$ cat src/rtl/gb80_pkg.sv
// Shared encodings for the gb80 memory bus controller: machine-cycle states,
// open-bus default and bus opcode constants.
package gb80_pkg;

  localparam logic [2:0] ST_IDLE = 3'd0;
  localparam logic [2:0] ST_T1   = 3'd1;
  localparam logic [2:0] ST_T2   = 3'd2;
  localparam logic [2:0] ST_T3   = 3'd3;
  localparam logic [2:0] ST_T4   = 3'd4;

  typedef enum logic [2:0] {
    IDLE = ST_IDLE,
    T1   = ST_T1,
    T2   = ST_T2,
    T3   = ST_T3,
    T4   = ST_T4
  } bus_state_e;

  localparam logic [7:0] OPEN_BUS_DEF = 8'hFF;

  localparam logic OP_READ  = 1'b0;
  localparam logic OP_WRITE = 1'b1;

endpackage

$ cat src/rtl/gb80_wait_counter.sv
// Saturating wait-state counter; terminal count flags MAX_WAIT waits taken.
module gb80_wait_counter #(
  parameter int MAX_WAIT = 15
) (
  input  logic i_clk,
  input  logic i_reset,
  input  logic i_clr,
  input  logic i_en,
  output logic o_tc
);

  logic [7:0] count_q, count_d;

  always_comb begin
    count_d = count_q;
    if (i_clr)
      count_d = '0;
    else if (i_en && !o_tc)
      count_d = count_q + 8'd1;
  end

  always_ff @(posedge i_clk or negedge i_reset) begin
    if (!i_reset) count_q <= '0;
    else          count_q <= count_d;
  end

  assign o_tc = (count_q == 8'(MAX_WAIT));

endmodule

$ cat src/rtl/gb80_bus_controller.sv
// Turns single-byte processor requests into a 4-T-state memory machine cycle
// with wait-state stretching in T3 and an open-bus timeout.
module gb80_bus_controller
  import gb80_pkg::*;
#(
  parameter int                    ADDR_WIDTH = 16,
  parameter int                    DATA_WIDTH = 8,
  parameter int                    MAX_WAIT   = 15,
  parameter logic [DATA_WIDTH-1:0] OPEN_BUS   = OPEN_BUS_DEF
) (
  input  logic                  i_clk,
  input  logic                  i_reset,
  input  logic                  i_req_valid,
  output logic                  o_req_ready,
  input  logic                  i_req_we,
  input  logic [ADDR_WIDTH-1:0] i_req_addr,
  input  logic [DATA_WIDTH-1:0] i_req_wdata,
  output logic                  o_rsp_valid,
  output logic [DATA_WIDTH-1:0] o_rsp_rdata,
  output logic                  o_rsp_error,
  output logic [ADDR_WIDTH-1:0] o_mem_addr,
  output logic [DATA_WIDTH-1:0] o_mem_wdata,
  output logic                  o_mem_rd,
  output logic                  o_mem_wr,
  input  logic [DATA_WIDTH-1:0] i_mem_rdata,
  input  logic                  i_mem_ready
);

  bus_state_e state_q, state_d;

  logic                  we_q, we_d;
  logic [DATA_WIDTH-1:0] wdata_lat_q, wdata_lat_d;
  logic [ADDR_WIDTH-1:0] mem_addr_q, mem_addr_d;
  logic [DATA_WIDTH-1:0] mem_wdata_q, mem_wdata_d;
  logic                  mem_rd_q, mem_rd_d;
  logic                  mem_wr_q, mem_wr_d;
  logic                  rsp_valid_q, rsp_valid_d;
  logic [DATA_WIDTH-1:0] rsp_rdata_q, rsp_rdata_d;
  logic                  rsp_error_q, rsp_error_d;

  logic accept, wait_tc, wait_en, timeout;

  assign o_req_ready = (state_q == IDLE) || (state_q == T4);
  assign accept      = i_req_valid && o_req_ready;
  assign timeout     = (state_q == T3) && !i_mem_ready && wait_tc;
  assign wait_en     = (state_q == T3) && !i_mem_ready;

  gb80_wait_counter #(.MAX_WAIT(MAX_WAIT)) u_wait (
    .i_clk   (i_clk),
    .i_reset (i_reset),
    .i_clr   (state_d == T1),
    .i_en    (wait_en),
    .o_tc    (wait_tc)
  );

  always_comb begin
    state_d = state_q;
    case (state_q)
      IDLE:    state_d = accept ? T1 : IDLE;
      T1:      state_d = T2;
      T2:      state_d = T3;
      T3:      state_d = (i_mem_ready || wait_tc) ? T4 : T3;
      T4:      state_d = accept ? T1 : IDLE;
      default: state_d = IDLE;
    endcase
  end

  // Outputs are registered from the next state so they line up with the
  // T-state they belong to; the address only ever moves on entry to T1.
  always_comb begin
    we_d        = we_q;
    wdata_lat_d = wdata_lat_q;
    mem_addr_d  = mem_addr_q;
    mem_wdata_d = mem_wdata_q;
    rsp_rdata_d = rsp_rdata_q;
    if (accept) begin
      we_d        = i_req_we;
      wdata_lat_d = i_req_wdata;
      mem_addr_d  = i_req_addr;
    end
    if (state_d == T2 && we_q == OP_WRITE)
      mem_wdata_d = wdata_lat_q;
    if (state_q == T3 && we_q == OP_READ) begin
      if (i_mem_ready)  rsp_rdata_d = i_mem_rdata;
      else if (wait_tc) rsp_rdata_d = OPEN_BUS;
    end
    mem_rd_d    = (we_q == OP_READ)  && (state_d == T2 || state_d == T3);
    mem_wr_d    = (we_q == OP_WRITE) && (state_d == T2 || state_d == T3);
    rsp_valid_d = (state_d == T4);
    rsp_error_d = (state_d == T4) && timeout;
  end

  always_ff @(posedge i_clk or negedge i_reset) begin
    if (!i_reset) begin
      state_q     <= IDLE;
      we_q        <= OP_READ;
      wdata_lat_q <= '0;
      mem_addr_q  <= '0;
      mem_wdata_q <= '0;
      mem_rd_q    <= 1'b0;
      mem_wr_q    <= 1'b0;
      rsp_valid_q <= 1'b0;
      rsp_rdata_q <= '0;
      rsp_error_q <= 1'b0;
    end else begin
      state_q     <= state_d;
      we_q        <= we_d;
      wdata_lat_q <= wdata_lat_d;
      mem_addr_q  <= mem_addr_d;
      mem_wdata_q <= mem_wdata_d;
      mem_rd_q    <= mem_rd_d;
      mem_wr_q    <= mem_wr_d;
      rsp_valid_q <= rsp_valid_d;
      rsp_rdata_q <= rsp_rdata_d;
      rsp_error_q <= rsp_error_d;
    end
  end

  assign o_mem_addr  = mem_addr_q;
  assign o_mem_wdata = mem_wdata_q;
  assign o_mem_rd    = mem_rd_q;
  assign o_mem_wr    = mem_wr_q;
  assign o_rsp_valid = rsp_valid_q;
  assign o_rsp_rdata = rsp_rdata_q;
  assign o_rsp_error = rsp_error_q;

endmodule

$ cat config.mk
export PLATFORM = sky130hd
export DESIGN_NAME = gb80_bus_controller
export DESIGN_NICKNAME = d
export VERILOG_FILES = /design/src/rtl/gb80_pkg.sv /design/src/rtl/gb80_wait_counter.sv /design/src/rtl/gb80_bus_controller.sv
export SDC_FILE = /design/constraint.sdc
export NUM_CORES = 1
export LEC_CHECK = 0
export CAP_MARGIN = 20
export CELL_PAD_IN_SITES_DETAIL_PLACEMENT = 0
export CELL_PAD_IN_SITES_GLOBAL_PLACEMENT = 2
export CORE_ASPECT_RATIO = 2
export CORE_UTILIZATION = 39
export DETAILED_ROUTE_END_ITERATION = 16
export DONT_BUFFER_PORTS = 1
export PLACE_DENSITY = 0.83
export SLEW_MARGIN = 20
export SYNTH_ARGS = -nofsm -noshare
export SYNTH_HDL_FRONTEND = slang
export SYNTH_HIERARCHICAL = 1
export SYNTH_SLANG_ARGS = --single-unit
$ cat constraint.sdc
create_clock -name i_clk -period 2.3 [get_ports i_clk]
set_clock_uncertainty 0.15 [all_clocks]
set_input_delay 0.23 -clock i_clk [delete_from_list [all_inputs] [get_ports i_clk]]
set_output_delay 0.23 -clock i_clk [all_outputs]
set_load 0.03 [all_outputs]
==> results.cfg, run 1 <==
[detailed_routing]
drc = 10
routedWlPerCell_um = 18.8
vias_per_cell = 5.53
wl_met3_um = 299
drtAntennaViolNets = 0
wl_met1_mm = 1.78
totalWireLength_mm = 4.84
topRoutingLayerUsed = met4
met2WireLength_mm = 2.64
drt_iter0_drc = 61
first_pass_iters = 10
via_count = 1426

[placed_design]
place_ws_ps = 18.4
place_area_um2 = 2420
gp_congestion = 0.673
io_buffers = 0
dp_hpwl_mm = 3.22

[sta]
period_share = 0.928
clock.fmax_mhz = 468
setup_viol = 0
hold_viol = 0
tns_ps = 0
period_needed_ps = 2140
relSlewSlack = 0.631
worst_pin_slew_ps = 553
slew_violations = 0
rsz0062_at_grt = false
setup_slack_ps = 165

[clock_network]
cts_tree = yes
htreeDepth = 2
clockBufferDepth = 2
cts_buffers = 5
clkSlewWorstSetupHoldPaths_ps = 60
insertion_delay_ps = 290
cts.sinks = 56
cts_resized = 0
root_buffer = clkbuf_16

[global_routing]
antenna_found_initial = 0
grt_pass1_vias = 1477
grt_overflow_total = 0
grt.total_usage = 0.160
grt_max_degree = 57
grt_pass1_wl_mm = 7.65

[setup_path]
timing.rr.end = state_q[2]$_DFF_PN0_
critical_path_required_ps = 2370
crit_start = u_wait/count_q[4]$_DFFE_PN0P_
critPathLaunchType = flop
cp_max_fo = 6
cp.arrival_ps = 2200
worstSetupEndpointType = flop
crit_path_end = state_q[2]$_DFF_PN0_
reg2reg_from = u_wait/count_q[4]$_DFFE_PN0P_
crit_type = flop to flop
r2r_slack_ps = 160
worst_r2r_path_depth = 5

[run_status]
violations = DRC
status = finished with violations

[synth]
synth-edff-count = 0
syn_inst = 162
ys_seq_area_frac = 0.588
yosysUniqueCellTypes = 35
synth.avg_cell_area_um2 = 14.7
synth_seq_cells = 56
syn-num-nets = 200
netlist_area_um2 = 2380
ys_warn_count = 6
synth-async-reset-ratio = 1.00
ys.flop_type = dfrtp_1

[floorplan]
chipWidth_um = 57.3
die_area_um2 = 6440
num_rows = 40
coreArea_um2 = 5960
dieHeight_um = 113
initial_utilization = 0.400
top_level_ports = 74

[power_and_ir_drop]
power_per_cell_area_nw_per_um2 = 1400
leakagePower_uw = 0.00124
peakVddDrop_mv = 0.483

[layout]
utilization = 0.486
fin_nets = 233
area_growth_pct = 21.5
fin_area_um2 = 2890
antenna_cells = 0
drive_gt1_frac = 0.313

[run]
cap_violations = 0

[hold_path]
hold_path_class = primary input to flop
-- worst max-delay path, stage by stage (launching register included) --
cell and delay [ps]:
dfrtp_1 450, nor4_4 360, and4_2 330, nor2_1 90, dlygate4sd3_1 580, nor2_1 100
-- routing by layer --
| layer | vias to the layer above | track usage |
|---|---|---|
| li1 | 639 | - |
| met4 | 0 | 0.0764 |
| met1 | 722 | 0.175 |
| met3 | 7 | 0.0484 |
| met5 | - | 0 |
| met2 | 58 | 0.277 |
-- synth_stat cells, types with 2 or more instances --
master	instances	area, um2
mux2_4	19	285
or3_1	3	18.8
nand4_1	2	12.5
o21ai_0	5	25.0
nor2_1	5	18.8
buf_6	3	33.8
dfrtp_1	56	1400
inv_1	2	7.51
nor3_1	2	10.0
nand3_1	2	10.0
mux2_2	23	259
nand2b_1	10	62.6
a21oi_1	7	35.0
and2_1	2	12.5
-- metrics by stage --
stage | std cells | total power (uW) | hold WS [ps]
after global routing | 258 | 4240 | 28.4
final | 258 | 4040 | 8.52
after floorplan | 162 | 3070 | -216
after global placement | 220 | 3210 | -214
after detailed placement | 220 | 3270 | -214
after CTS | 257 | 4060 | 7.11
-- worst min path at each step --
| stage | slack, ps | cells after the start | endpoint | from |
|---|---|---|---|---|
| final | 9 | 2 | o_rsp_rdata[1]$_DFFE_PN0P_ | i_mem_ready |
| after global routing | 30 | 2 | o_rsp_rdata[6]$_DFFE_PN0P_ | i_mem_rdata[6] |
| after CTS | 7 | 2 | o_rsp_rdata[1]$_DFFE_PN0P_ | i_mem_ready |
| after detailed placement | -210 | 0 | wdata_lat_q[3]$_DFFE_PN0P_ | i_reset |
| after global placement | -210 | 0 | o_mem_wdata[6]$_DFFE_PN0P_ | i_reset |
| after floorplan | -220 | 0 | o_mem_addr[0]$_DFFE_PN0P_ | i_reset |
-- power breakdown --
group	internal, uW	switching, uW	leakage [uW]
logic	627	351	0.000493
registers	1410	943	0.000678
clock network	396	313	0.0000667
-- placed cells by master, fill, tap and decap left out, types with 2 or more instances in the layout --
master and n:
a21oi_1 7, and2_1 2, clkbuf_16 5, dfrtp_1 56
dlygate4sd3_1 29, inv_1 2, mux2_2 23, mux2_4 19
nand2b_1 10, nand3_1 2, nand4_1 2, nor2_1 5
nor3_1 2, o21ai_0 5, or3_1 3
-- layout make-up --
class                           count  area, um2
Clock buffer                        6        129
Clock inverter                      1       5.00
Fill cell                         475       3060
Timing Repair Buffer               32        345
Inverter                            3       11.3
Tap cell                           63       78.8
Multi-Input combinational cell     97        923
Sequential cell                    56       1400
-- flip-flops by register name, summed over array words and instances (netlist names) --
name            flops
o_mem_addr         16
we_q                1
wdata_lat_q         8
o_rsp_valid         1
o_mem_wdata         8
o_rsp_error         1
state_q             3
o_mem_rd            1
o_rsp_rdata         8
u_wait/count_q      8
o_mem_wr            1
-- logic make-up (layout without fill, tap and decap cells) --
kind of cell | after synthesis | count (layout) | share of synthesized area
multiplexers | 43 | 43 | 0.233
AO/OA/AOI/OAI | 16 | 16 | 0.0441
buffers and inverters | 9 | 42 | 0.0242
AND/OR/NAND/NOR | 37 | 37 | 0.106
adder cells (fa/ha/maj) | 1 | 1 | 0.00525
flip-flops | 56 | 56 | 0.588
-- timing repair --
action / 4_1_cts / 5_1_grt
setup endpoints to repair: 0 / 8
endpoints found under the hold margin: 89 / 0
setup buffers: 0 / 1
hold buffers: 30 / 0
Note: power is estimated with default switching activity, not from simulation.
==> inputs of run 2 (changes only) <==
- GPL_TIMING_DRIVEN: unset -> 0
==> results.cfg, run 2 (synthesized netlist as in run 1, its figures left out) <==
[run_status]
status = finished with violations
violations = DRC

[sta]
period_share = 0.943
fin_hold_ws_ps = 6.27
slew_violations = 0
setup_viol = 0
tns_ps = 0
worst_pin_slew_ps = 519
period_needed_ps = 2170
rsz0062_at_grt = false
relSlewSlack = 0.654
clock.fmax_mhz = 461
hold_viol = 0

[setup_path]
r2r_slack_ps = 130
critPathLaunchType = flop
cp.arrival_ps = 2190
worstSetupEndpointType = flop
crit_chain = nor4_4, and4_2, nor2_1, nor3_4, buf_12, mux2_2
crit_type = flop to flop
reg2reg_from = u_wait/count_q[4]$_DFFE_PN0P_
cp_slowest_cell = dfrtp_1
max_stage_delay_ps = 450
worst_r2r_path_depth = 6
timing.rr.end = o_rsp_rdata[2]$_DFFE_PN0P_
cp_max_fo = 8
critical_path_required_ps = 2330

[floorplan]
initial_utilization = 0.400
top_level_ports = 74
dieHeight_um = 113
die_area_um2 = 6440
chipWidth_um = 57.3
coreArea_um2 = 5960
num_rows = 40

[power_and_ir_drop]
power_uw = 4230
peakVddDrop_mv = 0.518
leakagePower_uw = 0.00127
power_per_cell_area_nw_per_um2 = 1430

[layout]
area_growth_pct = 23.9
drive_gt1_frac = 0.337
layout_commonest_cell = dfrtp_1
fin_nets = 236
final_cell_mix = dfrtp_1, dlygate4sd3_1, mux2_2, mux2_4, nand2b_1
antenna_cells = 0
nFillCells = 507
largest_reg_flops = 16

[detailed_routing]
drt_iter0_drc = 42
drtAntennaViolNets = 0
via_count = 1424
topRoutingLayerUsed = met4
wl_met1_mm = 1.82
drc = 10
met2WireLength_mm = 2.78
first_pass_iters = 10
wl_met3_um = 249
routedWlPerCell_um = 19.2
vias_per_cell = 5.44
totalWireLength_mm = 5.03

[clock_network]
clockBufferDepth = 2
cts_buffers = 5
cts.sinks = 56
insertion_delay_ps = 290
root_buffer = clkbuf_16
clkSlewWorstSetupHoldPaths_ps = 70
htreeDepth = 2
cts_tree = yes

[global_routing]
grt_pass1_vias = 1574
antenna_found_initial = 0
grt_max_degree = 57
grt.total_usage = 0.163
grt_overflow_total = 0
grt_pass1_wl_mm = 7.80

[hold_path]
hold_path_class = primary input to flop
whs_path_depth = 2
holdCritStartpoint = i_mem_ready
min_to = state_q[1]$_DFF_PN0_

[placed_design]
io_buffers = 0
dp_hpwl_mm = 3.44
gp_congestion = 0.686

[run]
cap_violations = 0
run 2: changes by cell type in the layout (fill, tap and decap cells not counted):
cell,change
nor2_2,-1
nor2_4,+1
bufinv_16,+1
buf_4,-1
buf_2,+2
buf_6,+3
clkinvlp_4,+1
dlygate4sd3_1,-2
run 2: how the worst max path moves through the flow:
stage,slack (ps),end,from
6_report,130,o_rsp_rdata[2]$_DFFE_PN0P_,u_wait/count_q[4]$_DFFE_PN0P_
5_1_grt,10,o_rsp_rdata[3]$_DFFE_PN0P_,u_wait/count_q[4]$_DFFE_PN0P_
4_1_cts,130,o_rsp_rdata[2]$_DFFE_PN0P_,u_wait/count_q[4]$_DFFE_PN0P_
3_5_place_dp,-130,u_wait/count_q[0]$_DFFE_PN0P_,state_q[1]$_DFF_PN0_
3_3_place_gp,-20,u_wait/count_q[0]$_DFFE_PN0P_,state_q[1]$_DFF_PN0_
2_1_floorplan,190,u_wait/count_q[0]$_DFFE_PN0P_,state_q[1]$_DFF_PN0_
run 2: timing repair:
item | in CTS | in global routing
resized for setup | 2 | 0
hold buffers | 28 | 0
setup buffers | 1 | 0
hold endpoints to repair | 82 | 0
setup endpoints to repair | 9 | 0
run 2: power breakdown:
part | leakage [uW] | internal (uW) | switching (uW) | total (uW)
registers | 0.000678 | 1410 | 952 | 2360
clock network | 0.0000798 | 512 | 343 | 855
logic | 0.000511 | 647 | 366 | 1010
run 2: worst max-delay path: cells and delay by family, from the launching register on:
kind	cells	cell delay [ps]
AND/OR/NAND/NOR	4	960
buffers and inverters	1	150
flip-flops	1	450
multiplexers	1	330
run 2: layout make-up:
cell class	instances	area, um2	share of cell area
Multi-Input combinational cell	97	928	0.314
Inverter	3	11.3	0.00381
Clock buffer	5	125	0.0424
Clock inverter	3	42.5	0.0144
Tap cell	63	78.8	0.0267
Buffer	6	47.5	0.0161
Sequential cell	56	1400	0.475
Timing Repair Buffer	29	318	0.108
run 2: metal layers:
layer / vias up / GRT usage
met1: 716 / 0.166
met4: 0 / 0.0878
li1: 642 / -
met3: 12 / 0.0357
met5: - / 0
met2: 54 / 0.300
run 2: metrics by stage:
stage	worst slack [ps]	cell area, um2	util	instances
3_5_place_dp	-130	2460	0.413	225
5_1_grt	9.57	2950	0.496	262
3_3_place_gp	-15.3	2460	0.413	225
4_1_cts	131	2950	0.496	262
6_report	131	2950	0.496	262
2_1_floorplan	187	2380	-	162
